--- config.mk ---
export PLATFORM = sky130hd
export DESIGN_NAME = alu_control_mdu
export DESIGN_NICKNAME = d
export VERILOG_FILES = /design/src/rtl/mips_alu_pkg.sv /design/src/rtl/mdu_iter.sv /design/src/rtl/alu_control_mdu.sv
export SDC_FILE = /design/constraint.sdc
export NUM_CORES = 1
export LEC_CHECK = 0
export ABC_CLOCK_PERIOD_IN_PS = 4400
export CAP_MARGIN = 20
export CORE_MARGIN = 3
export CORE_UTILIZATION = 59
export CTS_CLUSTER_DIAMETER = 50
export CTS_CLUSTER_SIZE = 24
export DETAILED_ROUTE_END_ITERATION = 8
export PLACE_DENSITY = 0.82
export SLEW_MARGIN = 20
export SYNTH_ARGS = -nofsm -noshare
export SYNTH_HDL_FRONTEND = slang
export SYNTH_SLANG_ARGS = --single-unit
--- constraint.sdc ---
create_clock -name clk -period 4.4 [get_ports clk]
set_input_delay 0.88 -clock clk [delete_from_list [all_inputs] [get_ports clk]]
set_output_delay 0.88 -clock clk [all_outputs]
set_load 0.1 [all_outputs]
--- src/rtl/mips_alu_pkg.sv ---
// Shared encodings for the EX-stage ALU control and the iterative mul/div unit.
// ALU codes, ALUOp values, funct fields, writeback selects and MDU states.
package mips_alu_pkg;

  localparam logic [3:0] ALU_AND     = 4'b0000;
  localparam logic [3:0] ALU_OR      = 4'b0001;
  localparam logic [3:0] ALU_ADD     = 4'b0010;
  localparam logic [3:0] ALU_XOR     = 4'b0011;
  localparam logic [3:0] ALU_SUB     = 4'b0110;
  localparam logic [3:0] ALU_SLT     = 4'b0111;
  localparam logic [3:0] ALU_SLTU    = 4'b1000;
  localparam logic [3:0] ALU_NOR     = 4'b1100;
  localparam logic [3:0] ALU_ILLEGAL = 4'b1111;

  localparam logic [1:0] ALUOP_MEM   = 2'b00;
  localparam logic [1:0] ALUOP_BEQ   = 2'b01;
  localparam logic [1:0] ALUOP_RTYPE = 2'b10;
  localparam logic [1:0] ALUOP_ORI   = 2'b11;

  localparam logic [5:0] F_ADD   = 6'b100000;
  localparam logic [5:0] F_ADDU  = 6'b100001;
  localparam logic [5:0] F_SUB   = 6'b100010;
  localparam logic [5:0] F_SUBU  = 6'b100011;
  localparam logic [5:0] F_AND   = 6'b100100;
  localparam logic [5:0] F_OR    = 6'b100101;
  localparam logic [5:0] F_XOR   = 6'b100110;
  localparam logic [5:0] F_NOR   = 6'b100111;
  localparam logic [5:0] F_SLT   = 6'b101010;
  localparam logic [5:0] F_SLTU  = 6'b101011;
  localparam logic [5:0] F_MFHI  = 6'b010000;
  localparam logic [5:0] F_MFLO  = 6'b010010;
  localparam logic [5:0] F_MULT  = 6'b011000;
  localparam logic [5:0] F_MULTU = 6'b011001;
  localparam logic [5:0] F_DIV   = 6'b011010;
  localparam logic [5:0] F_DIVU  = 6'b011011;

  localparam logic [1:0] RES_ALU = 2'b00;
  localparam logic [1:0] RES_HI  = 2'b01;
  localparam logic [1:0] RES_LO  = 2'b10;

  typedef enum logic [1:0] {
    ST_IDLE = 2'b00,
    ST_RUN  = 2'b01,
    ST_FIX  = 2'b10
  } mdu_state_e;

  function automatic logic is_mdu(input logic [5:0] f);
    return (f == F_MULT) || (f == F_MULTU) ||
           (f == F_DIV) || (f == F_DIVU);
  endfunction

  function automatic logic is_mfx(input logic [5:0] f);
    return (f == F_MFHI) || (f == F_MFLO);
  endfunction

endpackage

--- src/rtl/mdu_iter.sv ---
// Iterative multiply/divide datapath: shift-add multiply, restoring divide,
// one bit per step, with sign fix-up and divide-by-zero result forming.
module mdu_iter
  import mips_alu_pkg::*;
#(
  parameter int WIDTH = 32,
  parameter int CNT_W = $clog2(WIDTH) + 1
) (
  input  logic             clk,
  input  logic             rst_n,
  input  logic             i_start,
  input  logic             i_run,
  input  logic             i_signed,
  input  logic             i_is_div,
  input  logic [WIDTH-1:0] i_a,
  input  logic [WIDTH-1:0] i_b,
  output logic             o_last,
  output logic             o_dz,
  output logic [WIDTH-1:0] o_hi,
  output logic [WIDTH-1:0] o_lo
);

  logic [WIDTH-1:0]   r_acc;
  logic [WIDTH-1:0]   r_q;
  logic [WIDTH-1:0]   r_m;
  logic [CNT_W-1:0]   r_cnt;
  logic               r_sa;
  logic               r_sb;
  logic               r_sgn;
  logic               r_div;
  logic               r_dz;

  logic               w_sa;
  logic               w_sb;
  logic [WIDTH-1:0]   w_amag;
  logic [WIDTH-1:0]   w_bmag;
  logic [WIDTH:0]     w_madd;
  logic [WIDTH:0]     w_shift;
  logic [WIDTH:0]     w_diff;
  logic               w_ge;
  logic [2*WIDTH-1:0] w_prod;
  logic [2*WIDTH-1:0] w_prod_f;
  logic [WIDTH-1:0]   w_quo_f;
  logic [WIDTH-1:0]   w_rem_f;

  assign w_sa   = i_signed & i_a[WIDTH-1];
  assign w_sb   = i_signed & i_b[WIDTH-1];
  assign w_amag = w_sa ? -i_a : i_a;
  assign w_bmag = w_sb ? -i_b : i_b;
  assign o_dz   = i_is_div & (i_b == '0);
  assign o_last = (r_cnt == CNT_W'(1));

  assign w_madd  = {1'b0, r_acc} + (r_q[0] ? {1'b0, r_m} : '0);
  assign w_shift = {r_acc, r_q[WIDTH-1]};
  assign w_ge    = (w_shift >= {1'b0, r_m});
  assign w_diff  = w_shift - {1'b0, r_m};

  always_ff @(posedge clk) begin
    if (!rst_n) begin
      r_acc <= '0;
      r_q   <= '0;
      r_m   <= '0;
      r_cnt <= '0;
      r_sa  <= 1'b0;
      r_sb  <= 1'b0;
      r_sgn <= 1'b0;
      r_div <= 1'b0;
      r_dz  <= 1'b0;
    end else if (i_start) begin
      r_sa  <= w_sa;
      r_sb  <= w_sb;
      r_sgn <= i_signed;
      r_div <= i_is_div;
      r_dz  <= o_dz;
      r_cnt <= CNT_W'(WIDTH);
      if (o_dz) begin
        r_acc <= i_a;
        r_q   <= '0;
        r_m   <= '0;
      end else if (i_is_div) begin
        r_acc <= '0;
        r_q   <= w_amag;
        r_m   <= w_bmag;
      end else begin
        r_acc <= '0;
        r_q   <= w_bmag;
        r_m   <= w_amag;
      end
    end else if (i_run) begin
      r_cnt <= r_cnt - CNT_W'(1);
      if (r_div) begin
        r_acc <= w_ge ? w_diff[WIDTH-1:0] : w_shift[WIDTH-1:0];
        r_q   <= {r_q[WIDTH-2:0], w_ge};
      end else begin
        r_acc <= w_madd[WIDTH:1];
        r_q   <= {w_madd[0], r_q[WIDTH-1:1]};
      end
    end
  end

  // Magnitudes were iterated; signs are restored once at the end.
  assign w_prod   = {r_acc, r_q};
  assign w_prod_f = (r_sgn & (r_sa ^ r_sb)) ? -w_prod : w_prod;
  assign w_quo_f  = (r_sgn & (r_sa ^ r_sb)) ? -r_q : r_q;
  assign w_rem_f  = (r_sgn & r_sa) ? -r_acc : r_acc;

  always_comb begin
    o_hi = w_prod_f[2*WIDTH-1:WIDTH];
    o_lo = w_prod_f[WIDTH-1:0];
    if (r_dz) begin
      o_hi = r_acc;
      o_lo = '1;
    end else if (r_div) begin
      o_hi = w_rem_f;
      o_lo = w_quo_f;
    end
  end

endmodule

--- src/rtl/alu_control_mdu.sv ---
// EX-stage ALU control decode plus HI/LO multiply/divide sequencer.
// Non-MDU instructions flow while the unit iterates; HI/LO users stall.
module alu_control_mdu
  import mips_alu_pkg::*;
#(
  parameter int WIDTH = 32,
  parameter int CNT_W = $clog2(WIDTH) + 1
) (
  input  logic             clk,
  input  logic             rst_n,
  input  logic [1:0]       alu_op,
  input  logic [5:0]       funct,
  input  logic             issue,
  input  logic [WIDTH-1:0] op_a,
  input  logic [WIDTH-1:0] op_b,
  output logic [3:0]       alu_ctl,
  output logic             illegal,
  output logic [1:0]       res_sel,
  output logic [WIDTH-1:0] hi,
  output logic [WIDTH-1:0] lo,
  output logic             mdu_busy,
  output logic             stall,
  output logic             div_zero
);

  mdu_state_e       r_state;
  logic [WIDTH-1:0] r_hi;
  logic [WIDTH-1:0] r_lo;
  logic             r_busy;
  logic             r_dz;

  logic             w_rtype;
  logic             w_mdu_op;
  logic             w_mfx;
  logic             w_accept;
  logic             w_signed;
  logic             w_is_div;
  logic             w_last;
  logic             w_dz;
  logic [WIDTH-1:0] w_hi;
  logic [WIDTH-1:0] w_lo;

  always_comb begin
    alu_ctl = ALU_ILLEGAL;
    illegal = 1'b0;
    res_sel = RES_ALU;
    unique case (alu_op)
      ALUOP_MEM: alu_ctl = ALU_ADD;
      ALUOP_BEQ: alu_ctl = ALU_SUB;
      ALUOP_ORI: alu_ctl = ALU_OR;
      ALUOP_RTYPE: begin
        case (funct)
          F_ADD, F_ADDU: alu_ctl = ALU_ADD;
          F_SUB, F_SUBU: alu_ctl = ALU_SUB;
          F_AND:         alu_ctl = ALU_AND;
          F_OR:          alu_ctl = ALU_OR;
          F_XOR:         alu_ctl = ALU_XOR;
          F_NOR:         alu_ctl = ALU_NOR;
          F_SLT:         alu_ctl = ALU_SLT;
          F_SLTU:        alu_ctl = ALU_SLTU;
          F_MFHI: begin
            alu_ctl = ALU_ADD;
            res_sel = RES_HI;
          end
          F_MFLO: begin
            alu_ctl = ALU_ADD;
            res_sel = RES_LO;
          end
          F_MULT, F_MULTU, F_DIV, F_DIVU:
            alu_ctl = ALU_ADD;
          default:       illegal = 1'b1;
        endcase
      end
      default: illegal = 1'b1;
    endcase
  end

  assign w_rtype  = (alu_op == ALUOP_RTYPE);
  assign w_mdu_op = w_rtype & is_mdu(funct);
  assign w_mfx    = w_rtype & is_mfx(funct);
  assign stall    = issue & r_busy & (w_mdu_op | w_mfx);
  assign w_accept = issue & ~stall & w_mdu_op & (r_state == ST_IDLE);
  assign w_signed = (funct == F_MULT) | (funct == F_DIV);
  assign w_is_div = (funct == F_DIV) | (funct == F_DIVU);

  mdu_iter #(
    .WIDTH (WIDTH),
    .CNT_W (CNT_W)
  ) u_iter (
    .clk      (clk),
    .rst_n    (rst_n),
    .i_start  (w_accept),
    .i_run    (r_state == ST_RUN),
    .i_signed (w_signed),
    .i_is_div (w_is_div),
    .i_a      (op_a),
    .i_b      (op_b),
    .o_last   (w_last),
    .o_dz     (w_dz),
    .o_hi     (w_hi),
    .o_lo     (w_lo)
  );

  always_ff @(posedge clk) begin
    if (!rst_n) begin
      r_state <= ST_IDLE;
      r_hi    <= '0;
      r_lo    <= '0;
      r_busy  <= 1'b0;
      r_dz    <= 1'b0;
    end else begin
      r_dz <= 1'b0;
      unique case (r_state)
        ST_IDLE: begin
          if (w_accept) begin
            r_busy <= 1'b1;
            // A zero divisor has nothing to iterate over.
            if (w_dz) begin
              r_state <= ST_FIX;
              r_dz    <= 1'b1;
            end else begin
              r_state <= ST_RUN;
            end
          end
        end
        ST_RUN: begin
          if (w_last) r_state <= ST_FIX;
        end
        ST_FIX: begin
          r_hi    <= w_hi;
          r_lo    <= w_lo;
          r_busy  <= 1'b0;
          r_state <= ST_IDLE;
        end
        default: begin
          r_busy  <= 1'b0;
          r_state <= ST_IDLE;
        end
      endcase
    end
  end

  assign hi       = r_hi;
  assign lo       = r_lo;
  assign mdu_busy = r_busy;
  assign div_zero = r_dz;

endmodule
# == Word-level counts from Yosys, hierarchy flattened ==
# Cells that the tools add are included.
# W data, S select, Z words.
# word_totals
register_bits,175
in_bits,75
# op_classes
n_addsub,8
magnitude_cmp,1
eq_ne,24
muxes,37
n_bitwise,19
reduce_logical,15
# op_table
cell,count
$mux W32,21
$neg A32 Y32,4
$mux W64,1
$neg A64 Y64,1
$eq A6 B6 Y1 const B,10
$eq A6 B5 Y1 const B,6
$add A32 B32 Y33,1
$ge A33 B32 Y1,1
$logic_not A32 Y1,1
$pmux W4 S8,1
$sub A32 B32 Y32,1
$pmux W4 S4,1
$reduce_or A16 Y1,1
$and A1 B1 Y1,12
$mux W6,2
$mux W2,4
$pmux W2 S2,2
$reduce_or A8 Y1,1
$eq A2 B2 Y1 const B,3
$eq A6 B1 Y1 const B,1
$sub A6 B1 Y6 const B,1
$eq A2 B1 Y1 const B,2
$logic_not A2 Y1,2
$logic_or A1 B1 Y1,4
other kinds (11),20

# == Depth between registers and ports, before layout ==
# Gate-level depths: netlist of run 1.
# logic_depth
word_depth,13
mapped_depth,14
ltp_nobuf,12

# == By module ==
# Synthesis of run 1 repeated with hierarchy kept, for this count alone.
# unflattened
hier_cells,2222
hier_area_um2,15705.1
# modules_own_cells
mod,n_inst,cells_each,area_each_um2,seq_area_each_um2
mdu_iter,1,1877,12912.4,2142.1
alu_control_mdu,1,345,2792.7,1361.3

# == Worst setup path before layout of run 1 ==
# OpenSTA, ideal clock, no wires.
# synth_timing
path_kind,input to output
startpoint,in funct[2]
endpoint,out res_sel[1]
arrival_ns,4.422
required_ns,3.520
path_slack_ns,-0.902
stages,3
path_buffers,0
path_cell_list,nor3b_2 -> nand2b_1 -> nor4b_1
# synth_via
elab_chain_len,3
word_cells_on_any_way,4
# synth_rtl
item,line_no,rtl
from (decl),alu_control_mdu.sv:12,"input logic [5:0] funct,"
$eq A6 B5 Y1,alu_control_mdu.sv:52,case (funct)
$pmux W2 S2 *,alu_control_mdu.sv:52,
$mux W2 *,alu_control_mdu.sv:47,unique case (alu_op)
to (decl),alu_control_mdu.sv:18,"output logic [1:0] res_sel,"
# Every way passes the cells marked *; elsewhere a longest branch is shown, timed or not.

# == Worst setup path in the final report of run 1 ==
# layout_timing
startpoint,reg u_iter.r_q[0]
endpoint,reg u_iter.r_acc[21]
# layout_via
elab_chain_len,5
# layout_rtl
item,line_no,rtl
from (decl),mdu_iter.sv:24,logic [WIDTH-1:0] r_q;
from (signal assigned),mdu_iter.sv:82,r_q <= w_amag;
from (signal assigned),mdu_iter.sv:86,r_q <= w_bmag;
from (signal assigned),mdu_iter.sv:93,"r_q <= {r_q[WIDTH-2:0], w_ge};"
$mux W32,mdu_iter.sv:53,"assign w_madd = {1'b0, r_acc} + (r_q[0] ? {1'b0, r_m} : '0);"
$add A32 B32 Y33,mdu_iter.sv:53,
$mux W32,mdu_iter.sv:91,if (r_div) begin
$mux W32,mdu_iter.sv:89,end else if (i_run) begin
$mux W32,mdu_iter.sv:69,end else if (i_start) begin
to (signal assigned),mdu_iter.sv:77,r_acc <= i_a;
to (signal assigned),mdu_iter.sv:92,r_acc <= w_ge ? w_diff[WIDTH-1:0] : w_shift[WIDTH-1:0];
to (signal assigned),mdu_iter.sv:95,r_acc <= w_madd[WIDTH:1];
to (decl),mdu_iter.sv:23,logic [WIDTH-1:0] r_acc;
# Every way passes these cells. The select of a mux whose other input is x is not followed.
# A chain may end at the register's enable or synchronous reset.

==> metrics.md, run 1 <==
| Metric | Value |
|---|---|
| Area grow syn2layout | 16.3% |
| Syn. warnings | 0 |
| Synthesized instance count | 2099 |
| Die height | 166 um |
| Reg2reg setup slack | 0.57 ns |
| CTS H-tree lvls | 4 |
| Root buf cell | clkbuf_16 |
| Clk buf depth | 2 |
| RSZ-0062 raised after global routing | no |
| Core Util, Final | roughly 71% |
| Via count | 17475 |
| Largest net degree at the start of global routing | 65 |
| Number of synthesized flops with an enable pin | 0 |
| Later-pin clock latency in the skew report | 0.46 ns |
| Hold Buf Count CTS | 0 |
| Gr usage total | 41.7% |
| Antenna diodes | 0 |
| # rows | 57 |
| Max_cap viols | 0 |
| Status | completed |
| Antenna-violating nets left | 0 |
| Post-CTS setup buffers | 0 |
| Synth Net Count | 2246 |
| Max rail drop VDD | approximately 0.00026 V |
| Fin. max-slew vios | 0 |
| Die Area | roughly 0.027 mm2 |
| Crit. End Element | register |
| # fillers | 2053 |
| Final Wtd Congestion | 1.05 |
| Width of the die | 166 um |
| FMAX | 261 MHz |
| Largest stage delay on the critical path | 0.42 ns |
| Clock Skew | 0.0207 ns |
| Dpl hpwl | 45.2 mm |
| DRC Markers | 0 |
| Yosys cell types | ~90 |
| Core area | 0.0247 mm2 |
| Worst Setup Path Type | register to register |
| Arrival time worst endpoint | 4.20 ns |
| CTS Buf Count | 17 |
| Hold Vio Cnt, Final | 0 |
| Tmin final | 3.83 ns |
| Setup_tns | 0 ns |
| PwrDens | between 200 and 250 mW/mm2 |
| Initial antenna violation count | 0 |
| Actual slew at the worst max-slew pin | approximately 1.2 ns |
| Slew HR | 17.0% |
| Final setup viols | 0 |
| DRT Wirelength | 60.4 mm |
| Hold Crit Class | register to register |
| Sequential area share after synthesis | about a quarter |
| Fin crit share | 87.0% |
| CP Max Fanout | 5 |
| Clock net sink count | 175 |
| Final Total Pwr | 3.99 mW |
| First drt pass iteration count | 8 |
| Synth Area per Inst | 7.18 um2 |
| CP max-delay cell | fa_1 |
| CP Launch Type | register |
| Vias in the first global route | 16131 |
| Post-CTS sizing | 0 |
| #FFs+latches synth | about 180 |
| First-pass GRT wire length | 92.3 mm |
| Gr ovfl total | 0 |
| Share of cells above drive strength 1 | 7.47% |
| Worst-path cell chain | buf_4, and2_1, ha_1, fa_1, a21o_1, a21boi_0, o2111ai_1, a221o_1, a21oi_1, o21ai_0, xnor2_1, a311o_1, a31oi_1 |
| Wire per inst | 24.0 um |
| Initial Utilization | 61.0% |
| Fraction of registers with async set/reset | 0% |
| Ys flop type | dfxtp_1 |
| Post-Syn Area | 0.0151 mm2 |
| Via density per instance | 6.94 |
| PortBufs | 148 |
| CTS tree | built |
| Critical Path RT | 4.78 ns |
| Clock slew at reported path FFs | around 0.08 ns |
| Nets | 2328 |
| DRT iter0 DRCs | 2931 |
| Pleak | between 6 and 7 nW |
| I/O pin count | 149 |
flip-flops by register name, summed over array words and instances (netlist names):
signal / flops
div_zero: 1
u_iter.r_sa: 1
mdu_busy: 1
u_iter.r_m: 32
u_iter.r_div: 1
u_iter.r_cnt: 6
u_iter.r_sb: 1
u_iter.r_acc: 32
u_iter.r_q: 32
lo: 32
r_state: 2
u_iter.r_dz: 1
hi: 32
u_iter.r_sgn: 1
per-layer routing:
metal	track usage, %	vias to the layer above	wire length, um
li1	-	7833	-
met1	55.5	7941	23600
met2	62.0	1415	24800
met3	11.3	286	8050
met4	21.8	0	3950
met5	0	-	0
cell type report:
class,instances,area [um2],share of cell area [%]
clock buffer,17,425,2.43
clock inverter,15,200,1.14
inverter,61,229,1.31
multi-input combinational,1717,10800,61.7
sequential,175,3500,20.0
tap,324,405,2.31
timing repair buffer,209,1940,11.1
power breakdown:
part | switching (mW) | total (mW) | internal [mW]
Sequential | 0.0186 | 1.61 | 1.59
Clock | 0.847 | 1.63 | 0.784
Combinational | 0.484 | 0.744 | 0.261
layout by cell type, fill, tap and decap left out, types with 17 or more instances in the layout:
cell               n
a21oi_1          257
nor2_1           228
o21ai_0          192
dfxtp_1          174
nand2_1          154
clkdlybuf4s50_1  139
xnor2_1          103
ha_1              70
xor2_1            68
buf_4             67
inv_1             59
nor3_1            52
nand3_1           40
mux2i_1           35
a211oi_1          35
o22ai_1           35
or3_1             28
a21o_1            28
nand4_1           25
a31oi_1           24
o211ai_1          23
o31ai_1           21
nand2b_1          20
nor4_1            20
clkbuf_16         17
logic make-up (layout without fill, tap and decap cells):
logic type      count (synthesis)  in the layout  share of synthesized area, %
mux                            46             46                          3.15
fa+ha+maj                      72             72                          6.08
buf+inv                       207            302                          5.37
simple gates                  676            676                          21.8
flops                         175            175                          23.3
compound gates                752            752                          30.4
xor+xnor                      171            171                          9.94
metrics by stage:
| stage | hold WS [ns] | cells | worst slack (ns) | area, um2 |
|---|---|---|---|---|
| 2_1_floorplan | 0.442 | 2099 | 0.465 | 15100 |
| 3_3_place_gp | 0.443 | 2486 | 0.526 | 16900 |
| 3_5_place_dp | 0.450 | 2486 | 0.431 | 16900 |
| 4_1_cts | 0.459 | 2518 | 0.660 | 17500 |
| 5_1_grt | 0.484 | 2518 | 0.393 | 17500 |
| 6_report | 0.463 | 2518 | 0.573 | 17500 |
path summary, 6_finish.rpt:
path	end	depth (start not counted)	startpoint
worst min-delay path	hi[23]	2	hi[23]
worst max-delay path	u_iter.r_acc[21]	13	u_iter.r_q[0]
worst max register to register	u_iter.r_acc[21]	13	u_iter.r_q[0]
worst min register to register	hi[23]	2	hi[23]
synth_stat cells (17+ instances only):
cell type / count / area share (%)
a21oi_1: 257 / 8.5
nor2_1: 232 / 5.8
o21ai_0: 194 / 6.4
dfxtp_1: 175 / 23
nand2_1: 154 / 3.8
clkbuf_1: 121 / 3.0
xnor2_1: 103 / 6.0
ha_1: 70 / 5.8
xor2_1: 68 / 4.0
inv_1: 60 / 1.5
nor3_1: 53 / 1.8
nand3_1: 41 / 1.4
a211oi_1: 35 / 1.7
mux2i_1: 35 / 2.3
o22ai_1: 35 / 1.5
a21o_1: 28 / 1.4
or3_1: 28 / 1.2
nand4_1: 25 / 1.0
a31oi_1: 24 / 1.0
o211ai_1: 23 / 1.1
nor4_1: 21 / 0.87
o31ai_1: 21 / 1.0
nand2b_1: 20 / 0.83
nor2b_1: 18 / 0.75
and3_1: 17 / 0.71
worst max-delay path, delay by kind of cell (launching register included):
kind	cells	cell delay [ns]
AO/OA/AOI/OAI	8	2.22
flip-flops	1	0.33
XOR/XNOR	1	0.20
adder cells (fa/ha/maj)	2	0.65
AND/OR/NAND/NOR	1	0.16
buffers and inverters	1	0.19
(Power assumes the default switching activity.)
==> run 2: changes to the inputs <==
--- a/config.mk
+++ b/config.mk
@@ -7,7 +7,7 @@
 export LEC_CHECK = 0
 export ABC_CLOCK_PERIOD_IN_PS = 4400
 export CAP_MARGIN = 20
-export CORE_MARGIN = 3
+export CORE_MARGIN = 4
 export CORE_UTILIZATION = 59
 export CTS_CLUSTER_DIAMETER = 50
 export CTS_CLUSTER_SIZE = 24
==> run 2 against run 1 <==
Fmax decreased by 0.33%. Via count decreased by 0.69%. Non-clock buffer count increased by 6. Worst hold slack got worse by 0.0075 ns. Final cell count increased by 0.48%. Die area increased by 2.4%. Critical endpoint is now u_iter.r_acc[22]. Total power decreased by 0.48%. Cell area increased by 0.36%.
==> metrics.md, run 2 (synthesis results as in run 1) <==
| Metric | Value |
|---|---|
| Status | completed |
| Fin crit share | between 80% and 90% |
| Root buf cell | clkbuf_16 |
| Design area | 0.0176 mm2 |
| Dpl ws | around 0.36 ns |
| Actual slew at the worst max-slew pin | 1.26 ns |
| CTS tree | built |
| Worst Setup Path Type | register to register |
| Clock slew at reported path FFs | roughly 0.080 ns |
| Max rail drop VDD | 0.000271 V |
| Initial Utilization | 59.8% |
| Final WS setup | between 0.5 and 0.6 ns |
| Width of the die | 168 um |
| Most frequent cells in the layout | a21oi_1, nor2_1, o21ai_0 |
| Antenna diodes | 0 |
| Switching share of power | 33.3% |
| Most common cell after layout, fill and taps aside | a21oi_1 |
| Tmin final | 3.84 ns |
| Met1 usage in global routing | 50.9% |
| Area grow syn2layout | 16.7% |
| Gr usage total | 39.8% |
| Combinational cell fraction of total power | 17.9% |
| Critical Path RT | 4.70 ns |
| DRC Markers | 0 |
| Hold Buf Count CTS | 0 |
| Hold Crit Class | register to register |
| Die height | 168 um |
| Hold Vio Cnt, Final | 0 |
| Later-pin clock latency in the skew report | between 0.4 and 0.5 ns |
| Nets | around 2300 |
| CTS Buf Count | 17 |
| Core area | roughly 0.025 mm2 |
| Gr ovfl total | 0 |
| Fin Hold WS | between 0.4 and 0.5 ns |
| Part of the power in registers | roughly two fifths |
| PortBufs | roughly 150 |
| Post-CTS sizing | 0 |
| Final Wtd Congestion | 1.06 |
| Vias in the first global route | around 16000 |
| Post-CTS setup buffers | 0 |
| Fin. max-slew vios | 0 |
| CTS H-tree lvls | 4 |
| Internal Power | 2.65 mW |
| Clk buf depth | 2 |
| Wire per inst | 23.2 um |
| First drt pass iteration count | 9 |
| Setup_tns | 0 ns |
| # rows | between 50 and 60 |
| Die Area | 0.0281 mm2 |
| Gr busiest metal | met2 |
| GR Layer Usage met3 | 8.92% |
| Clock Skew | 0.0206 ns |
| Dpl hpwl | 44.9 mm |
| DRT Wirelength | 58.6 mm |
| Post-DP Area | 0.0169 mm2 |
| Largest net degree at the start of global routing | 76 |
| Arrival time worst endpoint | 4.14 ns |
| CP Max Fanout | 15 |
| Share of cells above drive strength 1 | 7.68% |
| Crit. End Element | register |
| First-pass GRT wire length | about 90 mm |
| FMAX | 260 MHz |
| Antenna-violating nets left | 0 |
| DRT iter0 DRCs | 2464 |
| Met2 Use GR | between 60% and 70% |
| CP Launch Type | register |
| Clk pwr share | approximately two fifths |
| Pleak | 6.89 nW |
| Final setup viols | 0 |
| PwrDens | 226 mW/mm2 |
| Via density per instance | between 6 and 7 |
| Slew HR | 15.1% |
| Clock net sink count | 175 |
| I/O pin count | roughly 150 |
| Max_cap viols | 0 |
| Via count | 17355 |
| P_sw | approximately 1.3 mW |
| RSZ-0062 raised after global routing | no |
| Initial antenna violation count | 1 |
| Final Total Pwr | about 4 mW |
-- run 2: cell types whose count changed in the layout (fill, tap and decap cells not counted) --
cell    change
buf_4       +6
inv_12      +2
inv_16      +1
inv_8       -3
nor2_1      +1
nor2_4      -1
-- run 2: worst paths after layout --
path	cells after the start	to	slack [ns]	start
worst max register to register	13	u_iter.r_acc[22]	0.56	u_iter.r_q[0]
worst min-delay path	2	hi[31]	0.46	hi[31]
worst max-delay path	13	u_iter.r_acc[22]	0.56	u_iter.r_q[0]
worst min register to register	2	hi[31]	0.46	hi[31]
-- run 2: cell type report --
cell class	instances	area (um2)
clock buffer	17	425
clock inverter	15	219
fill	2113	7600
inverter	61	229
multi-input combinational	1717	10800
sequential	175	3500
tap	330	413
timing repair buffer	215	1980
-- run 2: power groups by stage --
| stage | clock [mW] | combinational, mW | sequential [mW] |
|---|---|---|---|
| floorplan | 0 | 0.407 | 1.66 |
| global placement | 0 | 0.671 | 1.65 |
| detailed placement | 0 | 0.680 | 1.65 |
| CTS | 1.65 | 0.684 | 1.61 |
| global route | 1.72 | 0.752 | 1.61 |
| finish | 1.65 | 0.709 | 1.61 |
-- run 2: routing by layer --
metal / part of all wire [%] / routed length, um
met1: 38 / 22100
met2: 44 / 25600
met3: 12 / 7310
met4: 6.3 / 3670
met5: 0 / 0
-- run 2: through the flow --
stage,utilization [%],std cells
finish,69.8,2530
CTS,69.7,2529
global route,69.8,2530
detailed placement,67.1,2497
floorplan,-,2099
global placement,67.1,2497
-- run 2: worst max-delay path: stages (launching register included) --
cell and delay, ns:
dfxtp_1 0.32, inv_1 0.55, nor2_1 0.15, ha_1 0.29, or3_1 0.42, a211o_1 0.29
nor4b_1 0.15, a211o_1 0.35, a41oi_2 0.38, buf_4 0.20, mux2i_1 0.20, nand3_1 0.08
a221oi_1 0.21, a211oi_1 0.09
